## src/rtl/irq_source_ctrl.sv

```systemverilog
// Machine-level interrupt source: memory-mapped mtime/mtimecmp/msip,
// external interrupt synchroniser and edge latch, and a prioritised
// interrupt request (valid + cause) toward the CSR trap-entry logic.
module irq_source_ctrl #(
  parameter logic [31:0] BASE_ADDR   = 32'h0200_0000,
  parameter int unsigned TICK_DIV    = 1,
  parameter int unsigned SYNC_STAGES = 2
) (
  input  logic        clk,
  input  logic        reset,
  input  logic        req_valid,
  input  logic        req_write,
  input  logic [31:0] req_addr,
  input  logic [63:0] req_wdata,
  input  logic [7:0]  req_strb,
  output logic        resp_valid,
  output logic [63:0] resp_rdata,
  output logic        resp_err,
  input  logic        ext_irq,
  output logic        irq_valid,
  output logic [1:0]  irq_code,
  input  logic        irq_ack,
  output logic [63:0] mtime_out
);

  localparam int unsigned PW = (TICK_DIV > 1) ? $clog2(TICK_DIV) : 1;

  typedef enum logic [1:0] {
    IRQ_NONE  = 2'd0,
    IRQ_SW    = 2'd1,
    IRQ_TIMER = 2'd2,
    IRQ_EXT   = 2'd3
  } irq_code_e;

  // Register offsets inside the block
  localparam logic [31:0] OFF_MSIP     = 32'h0000_0000;
  localparam logic [31:0] OFF_MTIMECMP = 32'h0000_4000;
  localparam logic [31:0] OFF_MTIME    = 32'h0000_BFF8;

  // Replace only the byte lanes whose strobe is set
  function automatic logic [63:0] merge_bytes(input logic [63:0] old_v,
                                              input logic [63:0] new_v,
                                              input logic [7:0]  strb);
    logic [63:0] res;
    res = old_v;
    for (int i = 0; i < 8; i++) begin
      if (strb[i]) res[i*8 +: 8] = new_v[i*8 +: 8];
    end
    return res;
  endfunction

  logic [PW-1:0]          presc_q, presc_d;
  logic [63:0]            mtime_q, mtime_d;
  logic [63:0]            mtimecmp_q, mtimecmp_d;
  logic                   msip_q, msip_d;
  logic                   resp_valid_q, resp_valid_d;
  logic [63:0]            resp_rdata_q, resp_rdata_d;
  logic                   resp_err_q, resp_err_d;
  logic [SYNC_STAGES-1:0] sync_q;
  logic                   ext_prev_q;
  logic                   tip_q, sip_q, eip_q, eip_d;

  logic [31:0] offset;
  logic        sel_msip, sel_cmp, sel_time, hit, wr, rd, tick, ext_rise, ack_ext;
  irq_code_e   code_w;

  assign offset   = req_addr - BASE_ADDR;
  assign sel_msip = (offset == OFF_MSIP);
  assign sel_cmp  = (offset == OFF_MTIMECMP);
  assign sel_time = (offset == OFF_MTIME);
  assign hit      = sel_msip | sel_cmp | sel_time;
  assign wr       = req_valid & req_write & hit;
  assign rd       = req_valid & ~req_write & hit;
  assign tick     = (presc_q == PW'(TICK_DIV - 1));

  // Prescaler, timer registers, msip and MMIO response next-state
  always_comb begin
    // NOTE: every combinational output gets a default first, so no path can leave it unassigned and infer a latch.
    presc_d      = tick ? '0 : presc_q + PW'(1);
    mtime_d      = mtime_q;
    mtimecmp_d   = mtimecmp_q;
    msip_d       = msip_q;
    resp_valid_d = req_valid;
    resp_err_d   = req_valid & ~hit;
    resp_rdata_d = '0;

    // A software write to mtime overrides the tick in the same cycle
    if (wr && sel_time)   mtime_d = merge_bytes(mtime_q, req_wdata, req_strb);
    else if (tick)        mtime_d = mtime_q + 64'd1;
    if (wr && sel_cmp)    mtimecmp_d = merge_bytes(mtimecmp_q, req_wdata, req_strb);
    if (wr && sel_msip && req_strb[0]) msip_d = req_wdata[0];

    // Reads see the register values from before any same-cycle write
    if (rd) begin
      if (sel_msip)     resp_rdata_d = {63'd0, msip_q};
      else if (sel_cmp) resp_rdata_d = mtimecmp_q;
      else              resp_rdata_d = mtime_q;
    end
  end

  // Highest-priority pending source drives the request to the CSR unit
  always_comb begin
    code_w = IRQ_NONE;
    if (eip_q)      code_w = IRQ_EXT;
    else if (sip_q) code_w = IRQ_SW;
    else if (tip_q) code_w = IRQ_TIMER;
  end

  assign ext_rise = sync_q[SYNC_STAGES-1] & ~ext_prev_q;
  assign ack_ext  = irq_ack & (code_w == IRQ_EXT);
  // A fresh edge coinciding with the clearing ack keeps the source pending
  assign eip_d    = ext_rise | (eip_q & ~ack_ext);

  // Timer, msip and MMIO response state
  always_ff @(posedge clk or negedge reset) begin
    if (!reset) begin
      presc_q      <= '0;
      mtime_q      <= '0;
      mtimecmp_q   <= '1;
      msip_q       <= 1'b0;
      resp_valid_q <= 1'b0;
      resp_rdata_q <= '0;
      resp_err_q   <= 1'b0;
    end else begin
      // NOTE: sequential state uses non-blocking assignments so every register samples pre-edge values.
      presc_q      <= presc_d;
      mtime_q      <= mtime_d;
      mtimecmp_q   <= mtimecmp_d;
      msip_q       <= msip_d;
      resp_valid_q <= resp_valid_d;
      resp_rdata_q <= resp_rdata_d;
      resp_err_q   <= resp_err_d;
    end
  end

  // External line synchroniser, edge detector and registered pending bits
  always_ff @(posedge clk or negedge reset) begin
    if (!reset) begin
      sync_q     <= '0;
      ext_prev_q <= 1'b0;
      tip_q      <= 1'b0;
      sip_q      <= 1'b0;
      eip_q      <= 1'b0;
    end else begin
      sync_q     <= {sync_q[SYNC_STAGES-2:0], ext_irq};
      ext_prev_q <= sync_q[SYNC_STAGES-1];
      tip_q      <= (mtime_q >= mtimecmp_q);
      sip_q      <= msip_q;
      eip_q      <= eip_d;
    end
  end

  assign resp_valid = resp_valid_q;
  assign resp_rdata = resp_rdata_q;
  assign resp_err   = resp_err_q;
  assign irq_valid  = (code_w != IRQ_NONE);
  assign irq_code   = code_w;
  assign mtime_out  = mtime_q;

endmodule

```

## config.mk

```make
export PLATFORM = sky130hd
export DESIGN_NAME = irq_source_ctrl
export DESIGN_NICKNAME = d
export VERILOG_FILES = /design/src/rtl/irq_source_ctrl.sv
export SDC_FILE = /design/constraint.sdc
export NUM_CORES = 1
export LEC_CHECK = 0
export CAP_MARGIN = 10
export CORE_UTILIZATION = 47
export CTS_BUF_LIST = sky130_fd_sc_hd__clkbuf_2
export CTS_CLUSTER_DIAMETER = 80
export DETAILED_ROUTE_END_ITERATION = 12
export GPL_ROUTABILITY_DRIVEN = 0
export GPL_TIMING_DRIVEN = 0
export PLACE_DENSITY = 0.75
export SLEW_MARGIN = 20
export SYNTH_ARGS = -nofsm -noshare
export SYNTH_HDL_FRONTEND = slang
export SYNTH_SLANG_ARGS = --single-unit
```

## constraint.sdc

```tcl
create_clock -name clk -period 3.2 [get_ports clk]
set_clock_uncertainty 0.05 [all_clocks]
set_input_delay 0.32 -clock clk [delete_from_list [all_inputs] [get_ports clk]]
set_output_delay 0.32 -clock clk [all_outputs]
set_load 0.05 [all_outputs]
```

## Word-level counts from Yosys, hierarchy flattened

Index checks and enable logic that the tools add are counted.

| operators by class | value |
|---|---|
| shift-type cells | 0 |
| $mul | 0 |
| equality and inequality tests | 12 |
| $lt $le $gt $ge | 1 |
| divide/modulo/power cells | 0 |
| add/sub/neg operators | 3 |
| bitwise operators | 15 |
| reduce and logical (&&, ||, !) cells | 22 |
| muxes and demuxes | 17 |

Operators by type and width:

| kind | count |
|---|---|
| 64-bit two-way mux | 5 |
| 64-bit by 1-bit adder with 64-bit output (second input constant) | 1 |
| 64-bit greater-or-equal comparator | 1 |
| 8-bit two-way mux | 8 |
| 32-bit by 15-bit == test with 1-bit output (second input constant) | 1 |
| 32-bit by 16-bit == test with 1-bit output (second input constant) | 1 |
| 32-bit zero test | 1 |
| 2-bit AND reduction | 16 |
| 32-bit by 26-bit subtractor with 32-bit output (second input constant) | 1 |
| 2-bit != test (second input constant) | 8 |
| 1-bit AND | 8 |
| 2-bit two-way mux | 3 |
| 1-bit logical AND | 4 |
| 1-bit NOT | 4 |
| 1-bit bitwise OR | 3 |
| 2-bit == test (second input constant) | 1 |
| 2-bit by 1-bit != test with 1-bit output (second input constant) | 1 |
| 2-bit nonzero test | 1 |
| 1-bit adder (second input constant) | 1 |
| 1-bit two-way mux | 1 |

| word-level totals | value |
|---|---|
| memories | 0 |
| output and inout port bits | 133 |
| logic and storage cells | 96 |
| bits in writable memories | 0 |
| flip-flop bits (word level) | 202 |
| bits of input ports | 110 |
| bits in read-only memories | 0 |
| bits in latches | 0 |

## Logic depth before layout (Yosys ltp)

Gate-level depths: netlist of the first run.

| logic depth | value |
|---|---|
| word-level depth | 8 |
| gate-level depth with buffers | 11 |
| gate-level depth less buffers | 8 |

## Least setup slack after synthesis of the first run

OpenSTA, ideal clock, no wires.

| timing | value |
|---|---|
| path kind | register -> register |
| start point | register mtime_q[8], in the netlist mtime_out[8] |
| end point | register mtime_q[63], in the netlist mtime_out[63] |
| period minus slack after synthesis | 3,043 ps |
| slack | 157 ps |
| setup time | 86 ps |
| required time | 3,064 ps |
| buffers on the path | 3 |
| stages on the path, launching flop included | 10 |
| arrival time | 2,907 ps |
| cell sequence | dfrtp_1 -> and3_1 -> clkbuf_1 -> nand4_2 -> or3_1 -> buf_2 -> or4_1 -> buf_2 -> o311a_1 -> nor3_1 |

| on the way | value |
|---|---|
| longest elaborated chain between the ends | 3 |

RTL lines:

| item | line | text |
|---|---|---|
| from (decl) | 53 | `logic [63:0] mtime_q, mtime_d;` |
| from (signal assigned) | 127 | `mtime_q <= mtime_d;` |
| 64-bit by 1-bit adder with 64-bit output | 89 | `else if (tick) mtime_d = mtime_q + 64'd1;` |
| 64-bit two-way mux | 89 |  |
| 64-bit two-way mux | 88 | `if (wr && sel_time) mtime_d = merge_bytes(mtime_q, req_wdata, req_strb);` |

No other way between the ends. The select of a mux whose other input is x is not followed.
A chain may end at the register's enable or synchronous reset.

## Worst setup path after layout of the first run

| timing | value |
|---|---|
| start point | input req_addr[25] |
| end point | register mtimecmp_q[33] |

| on the way | value |
|---|---|
| longest elaborated chain between the ends | 7 |
| elaborated cells between the ends (all ways) | 9 |
| those cells by class | 1 x add/sub; 2 x eq/ne; 3 x bitwise; 3 x reduce/logical |

RTL lines:

| item | line | text |
|---|---|---|
| from (decl) | 13 | `input logic [31:0] req_addr,` |
| 32-bit by 26-bit subtractor with 32-bit output (*) | 67 | `assign offset = req_addr - BASE_ADDR;` |
| 32-bit by 15-bit == test with 1-bit output / 32-bit zero test (equally long branches) | 69, 68 |  |
| 1-bit bitwise OR (2 in series) | 71 | `assign hit = sel_msip \| sel_cmp \| sel_time;` |
| 1-bit AND | 72 | `assign wr = req_valid & req_write & hit;` |
| 1-bit logical AND (*) | 90 | `if (wr && sel_cmp) mtimecmp_d = merge_bytes(mtimecmp_q, req_wdata, req_strb);` |
| 2-bit AND reduction (no source line) (*) | - |  |
| to (signal assigned) | 128 | `mtimecmp_q <= mtimecmp_d;` |
| to (decl) | 54 | `logic [63:0] mtimecmp_q, mtimecmp_d;` |

Every way passes the cells marked *; elsewhere a longest branch is shown, timed or not.

==> tab_implementation.tex, run 1 <==
\begin{tabular}{lr}
\hline
Metric & Value \\
\hline
\multicolumn{2}{l}{\textbf{Run status}} \\
Status & finished clean \\
\multicolumn{2}{l}{\textbf{Worst setup path}} \\
Family with the most delay on the worst path & simple AND/OR/NAND/NOR gates \\
Worst flop-to-flop path startpoint & mtime\_out[18]\$\_DFFE\_PN0P\_ \\
Cell-by-cell trace of the critical path & clkdlybuf4s50\_1 -> inv\_1 -> ha\_1 -> nor4b\_2 -> nand4\_1 -> nor2\_1 -> nand2\_1 -> nor2\_2 -> mux2\_2 \\
Critical Path Source Type & input port \\
Capture point of the worst path & mtimecmp\_q[33]\$\_DFFE\_PN1P\_ \\
Peak per-stage delay on the critical path & 0.65 ns \\
CP required & 3.88 ns \\
Instance count on the critical path & 9 \\
Number of cells traversed by the worst register-to-register path & 8 \\
Worst flop-to-flop path endpoint & mtime\_out[63]\$\_DFFE\_PN0P\_ \\
Endpoint type of the worst setup path & register \\
Data arrival time of the critical path & 3.79 ns \\
Worst Setup SP & req\_addr[25] \\
Setup slack, reg-to-reg & 0.17 ns \\
Number of buffer and inverter stages on the critical path & 2 \\
Classification of the worst setup path & in -> reg \\
Peak fanout along the critical path & 10 \\
Library cell contributing the largest single delay on the critical path & sky130\_fd\_sc\_hd\_\_nor2\_2 \\
\multicolumn{2}{l}{\textbf{Synth}} \\
Per-instance average area after synthesis & 9.34 um2 \\
Flip-flop and latch count after synthesis & 201 \\
Number of enable flip-flop cells after synthesis & 0 \\
Top\_reg\_cell synth & sky130\_fd\_sc\_hd\_\_dfrtp\_1 \\
Post-Synthesis Net Count & 1336 \\
Proportion of synthesized chip area in sequential cells & 47.2\% \\
Synthesis Warnings & 0 \\
Gate Count Post-Synth & 1160 \\
Async S/R FF share, synth & 100\% \\
Cell area after technology mapping & 10800 um2 \\
Count of distinct cell types in the synthesized netlist & 59 \\
\multicolumn{2}{l}{\textbf{STA}} \\
Number of max-slew violations in the final report & 0 \\
Final-report setup violation count & 0 \\
Final Hold Slack & 0.0607 ns \\
Post-layout min period & 3.11 ns \\
Remaining max-slew budget at the tightest pin & 25.6\% \\
Crit share post-route & 97.2\% \\
Final Hold Fails & 0 \\
Slew of the pin with the lowest slew margin & 1.11 ns \\
Final sum of negative setup slack & 0 ns \\
RSZ-0062 raised after global routing & no \\
Least setup slack across all paths after layout & 0.0894 ns \\
Max frequency & 0.321 GHz \\
\multicolumn{2}{l}{\textbf{Layout}} \\
Diode count & 0 \\
Fraction of layout cells with a size suffix above 1 & 16.4\% \\
\# nets final & 1655 \\
Most common library cell in the layout ignoring fill and taps & sky130\_fd\_sc\_hd\_\_clkdlybuf4s50\_1 \\
Syn-to-layout area delta & 33.3\% \\
Commonest cells after routing, fill and taps aside & sky130\_fd\_sc\_hd\_\_clkdlybuf4s50\_1 (240), sky130\_fd\_sc\_hd\_\_nand2\_1 (210), sky130\_fd\_sc\_hd\_\_dfrtp\_1 (131) \\
\multicolumn{2}{l}{\textbf{GRT}} \\
Initial antenna violation count & 2 \\
Total congestion overflow after global routing & 0 \\
Overall track demand over capacity in global routing & 29.2\% \\
Vias in the first global route & 10200 \\
Maximum number of pins on one net before global-route repair & 80 \\
Wire length of the first global-routing pass & 54.2 mm \\
\multicolumn{2}{l}{\textbf{Clock network}} \\
Buffer type at the clock tree root & sky130\_fd\_sc\_hd\_\_clkbuf\_2 \\
Clock transition at the register clock pins on the worst setup and hold paths after CTS & 0.10 ns \\
Number of clock sinks & 201 \\
CTS Buf Count & 53 \\
Clock tree from TritonCTS & built \\
Maximum buffer depth of the clock tree & 3 \\
Worst-skew pair later-pin latency & 0.85 ns \\
CTS H-tree lvls & 2 \\
Number of setup buffers added after CTS & 0 \\
\multicolumn{2}{l}{\textbf{Floorplan}} \\
Core Region & 22600 um2 \\
Vertical extent of the die & 154 um \\
Placement row count & 55 \\
Number of top-level pins & 243 \\
Width of the die & 154 um \\
Effective utilization at floorplan & 47.9\% \\
Floorplan die area & 23700 um2 \\
\multicolumn{2}{l}{\textbf{Job}} \\
Number of max-capacitance violations reported & 0 \\
\multicolumn{2}{l}{\textbf{Routing}} \\
DRC & 0 \\
Initial DRC count & 613 \\
Post-DRT Antenna Nets & 0 \\
Average vias per placed instance & 5.72 \\
Routed len/inst & 19.0 um \\
Number of vias in the routed layout & 10300 \\
Count of TritonRoute iterations in the first routing pass & 5 \\
Sum of routed wire length over all layers & 34.4 mm \\
\multicolumn{2}{l}{\textbf{Placed design}} \\
HPWL after detailed placement & 25.4 mm \\
IO buf count & 241 \\
Worst slack, placed & -1.34 ns \\
\multicolumn{2}{l}{\textbf{Min path}} \\
Worst hold-check path type & in -> reg \\
\multicolumn{2}{l}{\textbf{Power and ir drop}} \\
Leakage power total & 0.00604 uW \\
Power per cell area & 321 nW/um2 \\
Worst vdd rail ir drop & 0.189 mV \\
\hline
\end{tabular}
[worst reg2reg max path, stage by stage, from the launching register on]
cell and delay, ns:
sky130_fd_sc_hd__dfrtp_1 0.49, sky130_fd_sc_hd__nand3_2 0.14, sky130_fd_sc_hd__or4_1 0.54, sky130_fd_sc_hd__or3_1 0.31, sky130_fd_sc_hd__buf_2 0.22, sky130_fd_sc_hd__or4_1 0.51, sky130_fd_sc_hd__buf_2 0.18, sky130_fd_sc_hd__o311a_1 0.30
sky130_fd_sc_hd__nor3_1 0.17
[flip-flops by register name, summed over array words and instances (netlist names), 2 cells and up]
register,cells
mtimecmp_q,64
mtime_out,64
resp_rdata,64
sync_q,2
[logic make-up (layout without fill, tap and decap cells)]
| kind of cell | count (synthesis) | in the layout | synth area share (%) |
|---|---|---|---|
| and+or+nand+nor | 447 | 447 | 19.4 |
| muxes | 60 | 60 | 6.20 |
| buffers and inverters | 121 | 483 | 4.25 |
| DFF | 201 | 201 | 47.2 |
| xor gates and xnor gates | 1 | 1 | 0.0808 |
| AOI/OAI and AO/OA | 264 | 264 | 15.3 |
| adders and majority gates | 66 | 66 | 7.62 |
[per-stage QoR]
step	cells	util, %	total power [uW]	instance area, um2
2_1_floorplan	1160	-	2630	10800
3_3_place_gp	1686	60.1	2860	13600
3_5_place_dp	1692	60.5	2870	13700
4_1_cts	1808	63.5	4680	14400
5_1_grt	1807	63.8	4830	14400
6_report	1807	63.8	4630	14400
[report_power, final]
group / switching, uW / total, uW / internal, uW
Sequential: 2.61 / 2550 / 2550
Clock: 1100 / 1780 / 681
Combinational: 141 / 300 / 159
[worst min path at each step]
stage | from | end | slack (ns) | depth (start not counted)
final | req_wdata[10] | mtime_out[10]$_DFFE_PN0P_ | 0.06 | 3
after global routing | req_wdata[6] | mtime_out[6]$_DFFE_PN0P_ | 0.009 | 3
after CTS | req_wdata[62] | mtimecmp_q[62]$_DFFE_PN1P_ | 0.0006 | 3
after detailed placement | reset | resp_rdata[62]$_DFF_PN0_ | 0.18 | 1
after global placement | sync_q[0]$_DFF_PN0_ | sync_q[1]$_DFF_PN0_ | 0.29 | 0
after floorplan | reset | eip_q$_DFF_PN0_ | -0.03 | 0
[cells in the mapped netlist, types with 6 or more instances]
cell / n / area [um2]
sky130_fd_sc_hd__clkbuf_1: 35 / 131
sky130_fd_sc_hd__or3_1: 11 / 68.8
sky130_fd_sc_hd__nor3_1: 18 / 90.1
sky130_fd_sc_hd__o311ai_0: 6 / 52.6
sky130_fd_sc_hd__dfstp_2: 64 / 1680
sky130_fd_sc_hd__o211ai_1: 13 / 97.6
sky130_fd_sc_hd__nor2_1: 76 / 285
sky130_fd_sc_hd__or4_1: 6 / 45.0
sky130_fd_sc_hd__o22ai_1: 15 / 93.8
sky130_fd_sc_hd__and4_1: 9 / 78.8
sky130_fd_sc_hd__mux2_2: 57 / 642
sky130_fd_sc_hd__inv_1: 80 / 300
sky130_fd_sc_hd__a21oi_1: 110 / 551
sky130_fd_sc_hd__nand2b_1: 9 / 56.3
sky130_fd_sc_hd__nand2_1: 210 / 788
sky130_fd_sc_hd__a311oi_1: 10 / 87.6
sky130_fd_sc_hd__and2_1: 11 / 68.8
sky130_fd_sc_hd__o21ai_0: 38 / 190
sky130_fd_sc_hd__ha_1: 66 / 826
sky130_fd_sc_hd__nand4_1: 26 / 163
sky130_fd_sc_hd__nor4_1: 16 / 100
sky130_fd_sc_hd__dfrtp_1: 137 / 3430
sky130_fd_sc_hd__a211oi_1: 35 / 263
sky130_fd_sc_hd__nand3_1: 20 / 100
sky130_fd_sc_hd__and3_1: 17 / 106
[cell type report]
class	count	area, um2
fillers	1900	8200
clock inverters	16	62.6
flip-flops and latches	201	5120
repair buffers	265	2700
well taps	285	357
inverters	80	300
clock buffers	82	410
plain buffers	40	160
multi-input cells	838	5340
[per-layer routing]
metal  track usage, %  share of wire [%]  routed length (um)  vias up
met1             36.6                 42               14400     5023
met3             6.51                6.8                2340       88
met2             49.5                 48               16500      407
li1                 -                  -                   -     4823
met5                0              0.079                  27        -
met4             10.3                3.2                1100        4
[repair_timing]
item | 4_1_cts | 5_1_grt
endpoints found under the hold margin | 133 | 0
hold buffers | 18 | 0
resized for setup | 3 | 16
pin swaps | 0 | 0
endpoints found under the setup margin | 43 | 62
Note: power is estimated with default switching activity, not from simulation.
==> run 2: changes to the inputs <==
- SLEW_MARGIN: 20 -> 0
==> run 2 against run 1 <==
Net effect:
- fmax shrank 1.9%
- global-route usage barely moved
- cell area down 0.61%
- sequential power barely moved
- die area stayed put
==> tab_implementation.tex, run 2 (synthesis results as in run 1) <==
\begin{tabular}{lr}
\hline
Metric & Value \\
\hline
\multicolumn{2}{l}{\textbf{Run status}} \\
Status & finished clean \\
\multicolumn{2}{l}{\textbf{Routing}} \\
Post-DRT Antenna Nets & 0 (unchanged) \\
Count of TritonRoute iterations in the first routing pass & 5 (unchanged) \\
DRC & 0 (unchanged) \\
Initial DRC count & 616 (+0.49\%) \\
Routed len/inst & 19.1 um (+0.25\%) \\
Average vias per placed instance & 5.73 (+0.17\%) \\
Number of vias in the routed layout & 10300 (-0.22\%) \\
Sum of routed wire length over all layers & 34.3 mm (-0.13\%) \\
\multicolumn{2}{l}{\textbf{STA}} \\
Slew of the pin with the lowest slew margin & 1.16 ns (+0.0515 ns) \\
Final-report setup violation count & 0 (unchanged) \\
Number of max-slew violations in the final report & 0 (unchanged) \\
Final Hold Fails & 0 (unchanged) \\
Final Hold Slack & 0.0562 ns (-0.00450 ns) \\
Crit share post-route & 99.1\% (+1.9 points) \\
Final sum of negative setup slack & 0 ns (unchanged) \\
Max frequency & 0.315 GHz (-1.9\%) \\
Post-layout min period & 3.17 ns (+0.0610 ns) \\
Remaining max-slew budget at the tightest pin & 22.1\% (-3.5 points) \\
\multicolumn{2}{l}{\textbf{Worst setup path}} \\
CP required & 3.85 ns (-0.03 ns) \\
Peak fanout along the critical path & 10 (unchanged) \\
Endpoint type of the worst setup path & register \\
Classification of the worst setup path & in -> reg \\
Critical Path Source Type & input port \\
Data arrival time of the critical path & 3.82 ns (+0.03 ns) \\
\multicolumn{2}{l}{\textbf{Floorplan}} \\
Floorplan die area & 23700 um2 (unchanged) \\
Placement row count & 55 (unchanged) \\
Vertical extent of the die & 154 um (unchanged) \\
Core Region & 22600 um2 (unchanged) \\
Number of top-level pins & 243 (unchanged) \\
Effective utilization at floorplan & 47.9\% (unchanged) \\
Width of the die & 154 um (unchanged) \\
\multicolumn{2}{l}{\textbf{Power and ir drop}} \\
Worst vdd rail ir drop & 0.196 mV (+4.0\%) \\
Leakage power total & 0.00601 uW (-0.61\%) \\
Power per cell area & 324 nW/um2 (+0.91\%) \\
Post-layout power & 4640 uW (+0.30\%) \\
\multicolumn{2}{l}{\textbf{GRT}} \\
Layer with the highest usage after global routing & met2 \\
Initial antenna violation count & 2 (unchanged) \\
Met1 global-route usage & 35.3\% (-1.3 points) \\
GRT met2 Usage & 49.6\% (about the same) \\
Met3 usage in global routing & 7.69\% (+1.2 points) \\
Wire length of the first global-routing pass & 53.8 mm (-0.81\%) \\
Maximum number of pins on one net before global-route repair & 80 (unchanged) \\
Total congestion overflow after global routing & 0 (unchanged) \\
Overall track demand over capacity in global routing & 29.1\% (-0.037 points) \\
Vias in the first global route & 10300 (+0.87\%) \\
\multicolumn{2}{l}{\textbf{Layout}} \\
Syn-to-layout area delta & 32.4\% \\
\# nets final & 1646 (-0.54\%) \\
Fraction of layout cells with a size suffix above 1 & 16.4\% (-0.056 points) \\
Diode count & 0 (unchanged) \\
Most common library cell in the layout ignoring fill and taps & sky130\_fd\_sc\_hd\_\_clkdlybuf4s50\_1 \\
Commonest cells after routing, fill and taps aside & sky130\_fd\_sc\_hd\_\_clkdlybuf4s50\_1 (240), sky130\_fd\_sc\_hd\_\_nand2\_1 (210), sky130\_fd\_sc\_hd\_\_dfrtp\_1 (133) \\
Count of filler cells inserted in the layout & 1936 (+1.9\%) \\
\multicolumn{2}{l}{\textbf{Clock network}} \\
Buffer type at the clock tree root & sky130\_fd\_sc\_hd\_\_clkbuf\_2 \\
Worst-skew pair later-pin latency & 0.83 ns (-0.02 ns) \\
CTS Buf Count & 54 (+1.9\%) \\
Clock transition at the register clock pins on the worst setup and hold paths after CTS & 0.11 ns (about the same) \\
CTS H-tree lvls & 2 (unchanged) \\
Clock tree from TritonCTS & built \\
Number of clock sinks & 201 (unchanged) \\
Maximum buffer depth of the clock tree & 3 (unchanged) \\
\multicolumn{2}{l}{\textbf{Placed design}} \\
IO buf count & 241 (unchanged) \\
HPWL after detailed placement & 25.3 mm (-0.44\%) \\
\multicolumn{2}{l}{\textbf{Job}} \\
Number of max-capacitance violations reported & 0 (unchanged) \\
\multicolumn{2}{l}{\textbf{Min path}} \\
Worst hold-check path type & in -> reg \\
\hline
\end{tabular}
-- run 2: path summary, 6_finish.rpt --
check / startpoint / end / slack, ns / cells past startpoint
max in group asynchronous: reset / mtimecmp_q[26]$_DFFE_PN1P_ / 1.65 / 5
min reg2reg: sync_q[0]$_DFF_PN0_ / sync_q[1]$_DFF_PN0_ / 0.31 / 0
min in group asynchronous: reset / mtimecmp_q[57]$_DFFE_PN1P_ / 0.59 / 3
max: req_addr[16] / mtime_out[50]$_DFFE_PN0P_ / 0.03 / 10
max reg2reg: mtime_out[1]$_DFFE_PN0P_ / mtime_out[62]$_DFFE_PN0P_ / 0.14 / 7
min: req_wdata[60] / mtimecmp_q[60]$_DFFE_PN1P_ / 0.06 / 3
-- run 2: routing by layer --
metal,wire [um],vias up
met2,16600,425
met3,2690,91
met5,28,-
met4,1160,4
met1,13900,4981
li1,-,4821
-- run 2: timing repair --
| action | 4_1_cts | 5_1_grt |
|---|---|---|
| setup buffers | 0 | 0 |
| gates cloned | 0 | 0 |
| hold buffers | 10 | 1 |
| endpoints found under the setup margin | 47 | 56 |
| gates resized for setup | 5 | 11 |
| endpoints found under the hold margin | 119 | 1 |
-- run 2: through the flow --
step           worst slack, ns  instance area [um2]  utilization (%)  cells
6_report                0.0284                14400             63.4   1800
4_1_cts                 0.0205                14300             63.2   1801
3_3_place_gp             -6.62                13600             60.1   1686
2_1_floorplan            0.157                10800                -   1160
3_5_place_dp             -1.35                13700             60.5   1690
5_1_grt                -0.0291                14400             63.4   1800
-- run 2: worst max-delay path: stages --
cell and delay [ns]:
sky130_fd_sc_hd__clkdlybuf4s50_1 0.42, sky130_fd_sc_hd__nor4_1 0.73, sky130_fd_sc_hd__nand4_1 0.34, sky130_fd_sc_hd__nor4_2 0.44
sky130_fd_sc_hd__clkbuf_2 0.34, sky130_fd_sc_hd__buf_2 0.39, sky130_fd_sc_hd__clkbuf_2 0.41, sky130_fd_sc_hd__nand2_1 0.18
sky130_fd_sc_hd__o22ai_1 0.19, sky130_fd_sc_hd__nor2_1 0.05
-- run 2: layout make-up --
cell class	count	area, um2	share of cell area [%]
flip-flops and latches	201	5110	35.6
repair buffers	256	2610	18.2
multi-input cells	838	5320	37.1
inverters	80	300	2.09
clock buffers	85	425	2.96
well taps	285	357	2.48
plain buffers	39	156	1.09
clock inverters	16	65.1	0.453
-- run 2: power breakdown --
part / switching (uW) / internal (uW)
combinational: 139 / 154
clock: 1100 / 705
sequential: 2.58 / 2550
==> run 3: changes to the inputs <==
- PLACE_DENSITY: 0.75 -> unset
- PLACE_DENSITY_LB_ADDON: unset -> 0.2
==> run 3 against run 2 <==
Net effect:
- worst hold slack improved by 0.011 ns
- fmax rose by 2.9%
- wire length fell by 2.6%
- cell area rose by 0.23%
- register-to-register slack barely moved
- cell count rose by 0.56%
- core utilization rose by 0.14 points
- critical path depth rose by 2
- die area did not move
- combinational power fell by 3%
- flip-flop and latch count did not move
- worst setup slack improved by 0.090 ns
- largest cell class unchanged
==> tab_implementation.tex, run 3 (synthesis results as in run 1) <==
\begin{tabular}{lr}
\hline
Metric & Value \\
\hline
\multicolumn{2}{l}{\textbf{Worst setup path}} \\
Endpoint type of the worst setup path & register \\
CP required & 3.87 ns (+0.02 ns) \\
Setup slack, reg-to-reg & 0.14 ns (about the same) \\
Worst flop-to-flop path startpoint & mtime\_out[9]\$\_DFFE\_PN0P\_ \\
Number of cells traversed by the worst register-to-register path & 9 (+2) \\
Worst flop-to-flop path endpoint & mtime\_out[63]\$\_DFFE\_PN0P\_ \\
Number of buffer and inverter stages on the critical path & 5 (+1) \\
Classification of the worst setup path & in -> reg \\
Instance count on the critical path & 12 (+2) \\
Library cell contributing the largest single delay on the critical path & sky130\_fd\_sc\_hd\_\_clkdlybuf4s50\_1 \\
Family with the most delay on the worst path & buffers and inverters \\
Peak fanout along the critical path & 10 (unchanged) \\
Data arrival time of the critical path & 3.75 ns (-0.07 ns) \\
Cell-by-cell trace of the critical path & clkdlybuf4s50\_1 -> inv\_1 -> ha\_1 -> nor4b\_2 -> nand2\_1 -> nor4\_2 -> clkbuf\_2 -> buf\_2 -> clkbuf\_2 -> nand2\_1 -> o211ai\_1 -> nand3\_1 \\
Peak per-stage delay on the critical path & 0.53 ns (-0.20 ns) \\
Critical Path Source Type & input port \\
\multicolumn{2}{l}{\textbf{Routing}} \\
Routed len/inst & 18.5 um (-3.1\%) \\
Number of vias in the routed layout & 10400 (+0.28\%) \\
Post-DRT Antenna Nets & 0 (unchanged) \\
Sum of routed wire length over all layers & 33.4 mm (-2.6\%) \\
Initial DRC count & 722 (+17\%) \\
DRC & 0 (unchanged) \\
Wl on met1 & 14.2 mm (+2.3\%) \\
Average vias per placed instance & 5.72 (-0.27\%) \\
Top routing layer in use & met4 \\
Wire length on met2 & 16.3 mm (-1.8\%) \\
Count of TritonRoute iterations in the first routing pass & 5 (unchanged) \\
Total length of routed met3 wires & 2.22 mm (-18\%) \\
\multicolumn{2}{l}{\textbf{Power and ir drop}} \\
Leakage power total & 0.00606 uW (+0.85\%) \\
Worst vdd rail ir drop & 0.209 mV (+6.7\%) \\
Power per cell area & 332 nW/um2 (+2.5\%) \\
Post-layout power & 4770 uW (+2.8\%) \\
\multicolumn{2}{l}{\textbf{Floorplan}} \\
Effective utilization at floorplan & 47.9\% (unchanged) \\
Number of top-level pins & 243 (unchanged) \\
Placement row count & 55 (unchanged) \\
Core Region & 22600 um2 (unchanged) \\
Floorplan die area & 23700 um2 (unchanged) \\
Vertical extent of the die & 154 um (unchanged) \\
Width of the die & 154 um (unchanged) \\
\multicolumn{2}{l}{\textbf{Clock network}} \\
Worst-skew pair later-pin latency & 0.83 ns (about the same) \\
Number of clock sinks & 201 (unchanged) \\
Clock tree from TritonCTS & built \\
CTS H-tree lvls & 2 (unchanged) \\
Buffer type at the clock tree root & sky130\_fd\_sc\_hd\_\_clkbuf\_2 \\
Clock transition at the register clock pins on the worst setup and hold paths after CTS & 0.10 ns (about the same) \\
Maximum buffer depth of the clock tree & 3 (unchanged) \\
Number of setup buffers added after CTS & 0 (unchanged) \\
CTS Buf Count & 56 (+3.7\%) \\
\multicolumn{2}{l}{\textbf{STA}} \\
Number of max-slew violations in the final report & 0 (unchanged) \\
Slew of the pin with the lowest slew margin & 1.15 ns (-0.00839 ns) \\
Crit share post-route & 96.3\% (-2.8 points) \\
Remaining max-slew budget at the tightest pin & 22.7\% (+0.56 points) \\
Final-report setup violation count & 0 (unchanged) \\
RSZ-0062 raised after global routing & no \\
Post-layout min period & 3.08 ns (-0.0901 ns) \\
Max frequency & 0.325 GHz (+2.9\%) \\
Final Hold Fails & 0 (unchanged) \\
\multicolumn{2}{l}{\textbf{Placed design}} \\
HPWL after detailed placement & 24.6 mm (-3.0\%) \\
IO buf count & 241 (unchanged) \\
Cell Area, Placed & 13700 um2 (-0.17\%) \\
Total instance count after detailed placement & 1690 (unchanged) \\
\multicolumn{2}{l}{\textbf{Min path}} \\
Startpoint of the lowest-slack hold path & req\_wdata[52] \\
Endpoint, Worst Hold & mtime\_out[52]\$\_DFFE\_PN0P\_ \\
Worst hold-check path type & in -> reg \\
Number of cells on the worst hold path & 3 (unchanged) \\
\multicolumn{2}{l}{\textbf{Layout}} \\
Final non-filler cell area & 14400 um2 (+0.23\%) \\
Count of filler cells inserted in the layout & 1966 (+1.5\%) \\
\# nets final & 1652 (+0.36\%) \\
Layout Cells excl Fill & 1810 (+0.56\%) \\
Most common library cell in the layout ignoring fill and taps & sky130\_fd\_sc\_hd\_\_clkdlybuf4s50\_1 \\
Commonest cells after routing, fill and taps aside & sky130\_fd\_sc\_hd\_\_clkdlybuf4s50\_1 (240), sky130\_fd\_sc\_hd\_\_nand2\_1 (210), sky130\_fd\_sc\_hd\_\_dfrtp\_1 (136) \\
Fraction of layout cells with a size suffix above 1 & 16.5\% (+0.12 points) \\
Core utilization of the finished layout & 63.5\% (+0.14 points) \\
Syn-to-layout area delta & 32.7\% \\
\multicolumn{2}{l}{\textbf{GRT}} \\
Maximum number of pins on one net before global-route repair & 118 (+48\%) \\
Vias in the first global route & 10300 (+0.29\%) \\
Overall track demand over capacity in global routing & 28.8\% (-0.31 points) \\
Total congestion overflow after global routing & 0 (unchanged) \\
Initial antenna violation count & 2 (unchanged) \\
Wire length of the first global-routing pass & 53.8 mm (about the same) \\
\multicolumn{2}{l}{\textbf{Job}} \\
Number of max-capacitance violations reported & 0 (unchanged) \\
\multicolumn{2}{l}{\textbf{Run status}} \\
Status & finished clean \\
\hline
\end{tabular}
run 3: cell types whose count changed in the layout (fill, tap and decap cells not counted), sizes merged:
cell / previous run / this run
dlygate4sd3: 10 / 14
diode: 0 / 3
bufinv: 0 / 1
inv: 81 / 80
clkbuf: 118 / 130
clkinv: 15 / 7
buf: 12 / 11
run 3: repair_timing:
item	CTS	global route
pin swaps	0	0
hold buffers	14	0
endpoints found under the setup margin	54	28
endpoints found under the hold margin	124	0
resized for setup	4	6
run 3: worst max path at each step:
stage | start | end
6_report | req_addr[25] | mtime_out[51]$_DFFE_PN0P_
5_1_grt | req_addr[25] | mtime_out[7]$_DFFE_PN0P_
4_1_cts | mtime_out[8]$_DFFE_PN0P_ | mtime_out[58]$_DFFE_PN0P_
3_5_place_dp | req_addr[25] | mtime_out[51]$_DFFE_PN0P_
3_3_place_gp | reset | resp_rdata[11]$_DFF_PN0_
2_1_floorplan | mtime_out[8]$_DFFE_PN0P_ | mtime_out[63]$_DFFE_PN0P_
run 3: metrics by stage:
stage          TNS (ns)  hold WS [ns]  worst slack [ns]
2_1_floorplan         0       -0.0256             0.157
3_3_place_gp   -1430.08         0.286             -6.71
3_5_place_dp    -141.79         0.297             -1.48
4_1_cts               0      0.000947            0.0175
5_1_grt               0        0.0283           0.00977
6_report              0        0.0673             0.118
run 3: routing by layer:
layer / global-route usage, % / vias up
met1: 36.9 / 5055
met5: 0 / -
met3: 5.50 / 59
met4: 9.14 / 0
li1: - / 4825
met2: 49.2 / 412
run 3: worst reg2reg max path, delay by kind of cell (launching register included):
| kind | cells | cell delay, ns |
|---|---|---|
| flip-flops | 1 | 0.47 |
| AND/OR/NAND/NOR | 5 | 1.52 |
| buffers and inverters | 3 | 0.63 |
| AO/OA/AOI/OAI | 1 | 0.30 |
run 3: final cells by class:
class | count | area [um2] | share of cell area (%)
buffer | 40 | 160 | 1.11
tap | 285 | 357 | 2.48
inverter | 80 | 300 | 2.09
multi-input combinational | 838 | 5300 | 36.9
timing repair buffer | 259 | 2610 | 18.1
sequential | 201 | 5110 | 35.5
antenna | 3 | 7.51 | 0.0522
clock inverter | 8 | 56.3 | 0.391
clock buffer | 96 | 480 | 3.34
run 3: power by group:
| group | internal (uW) | leakage (uW) | switching [uW] | total (uW) |
|---|---|---|---|---|
| clock network | 853 | 0.000424 | 1090 | 1940 |
| registers | 2550 | 0.00244 | 2.89 | 2550 |
| logic | 150 | 0.00319 | 133 | 284 |
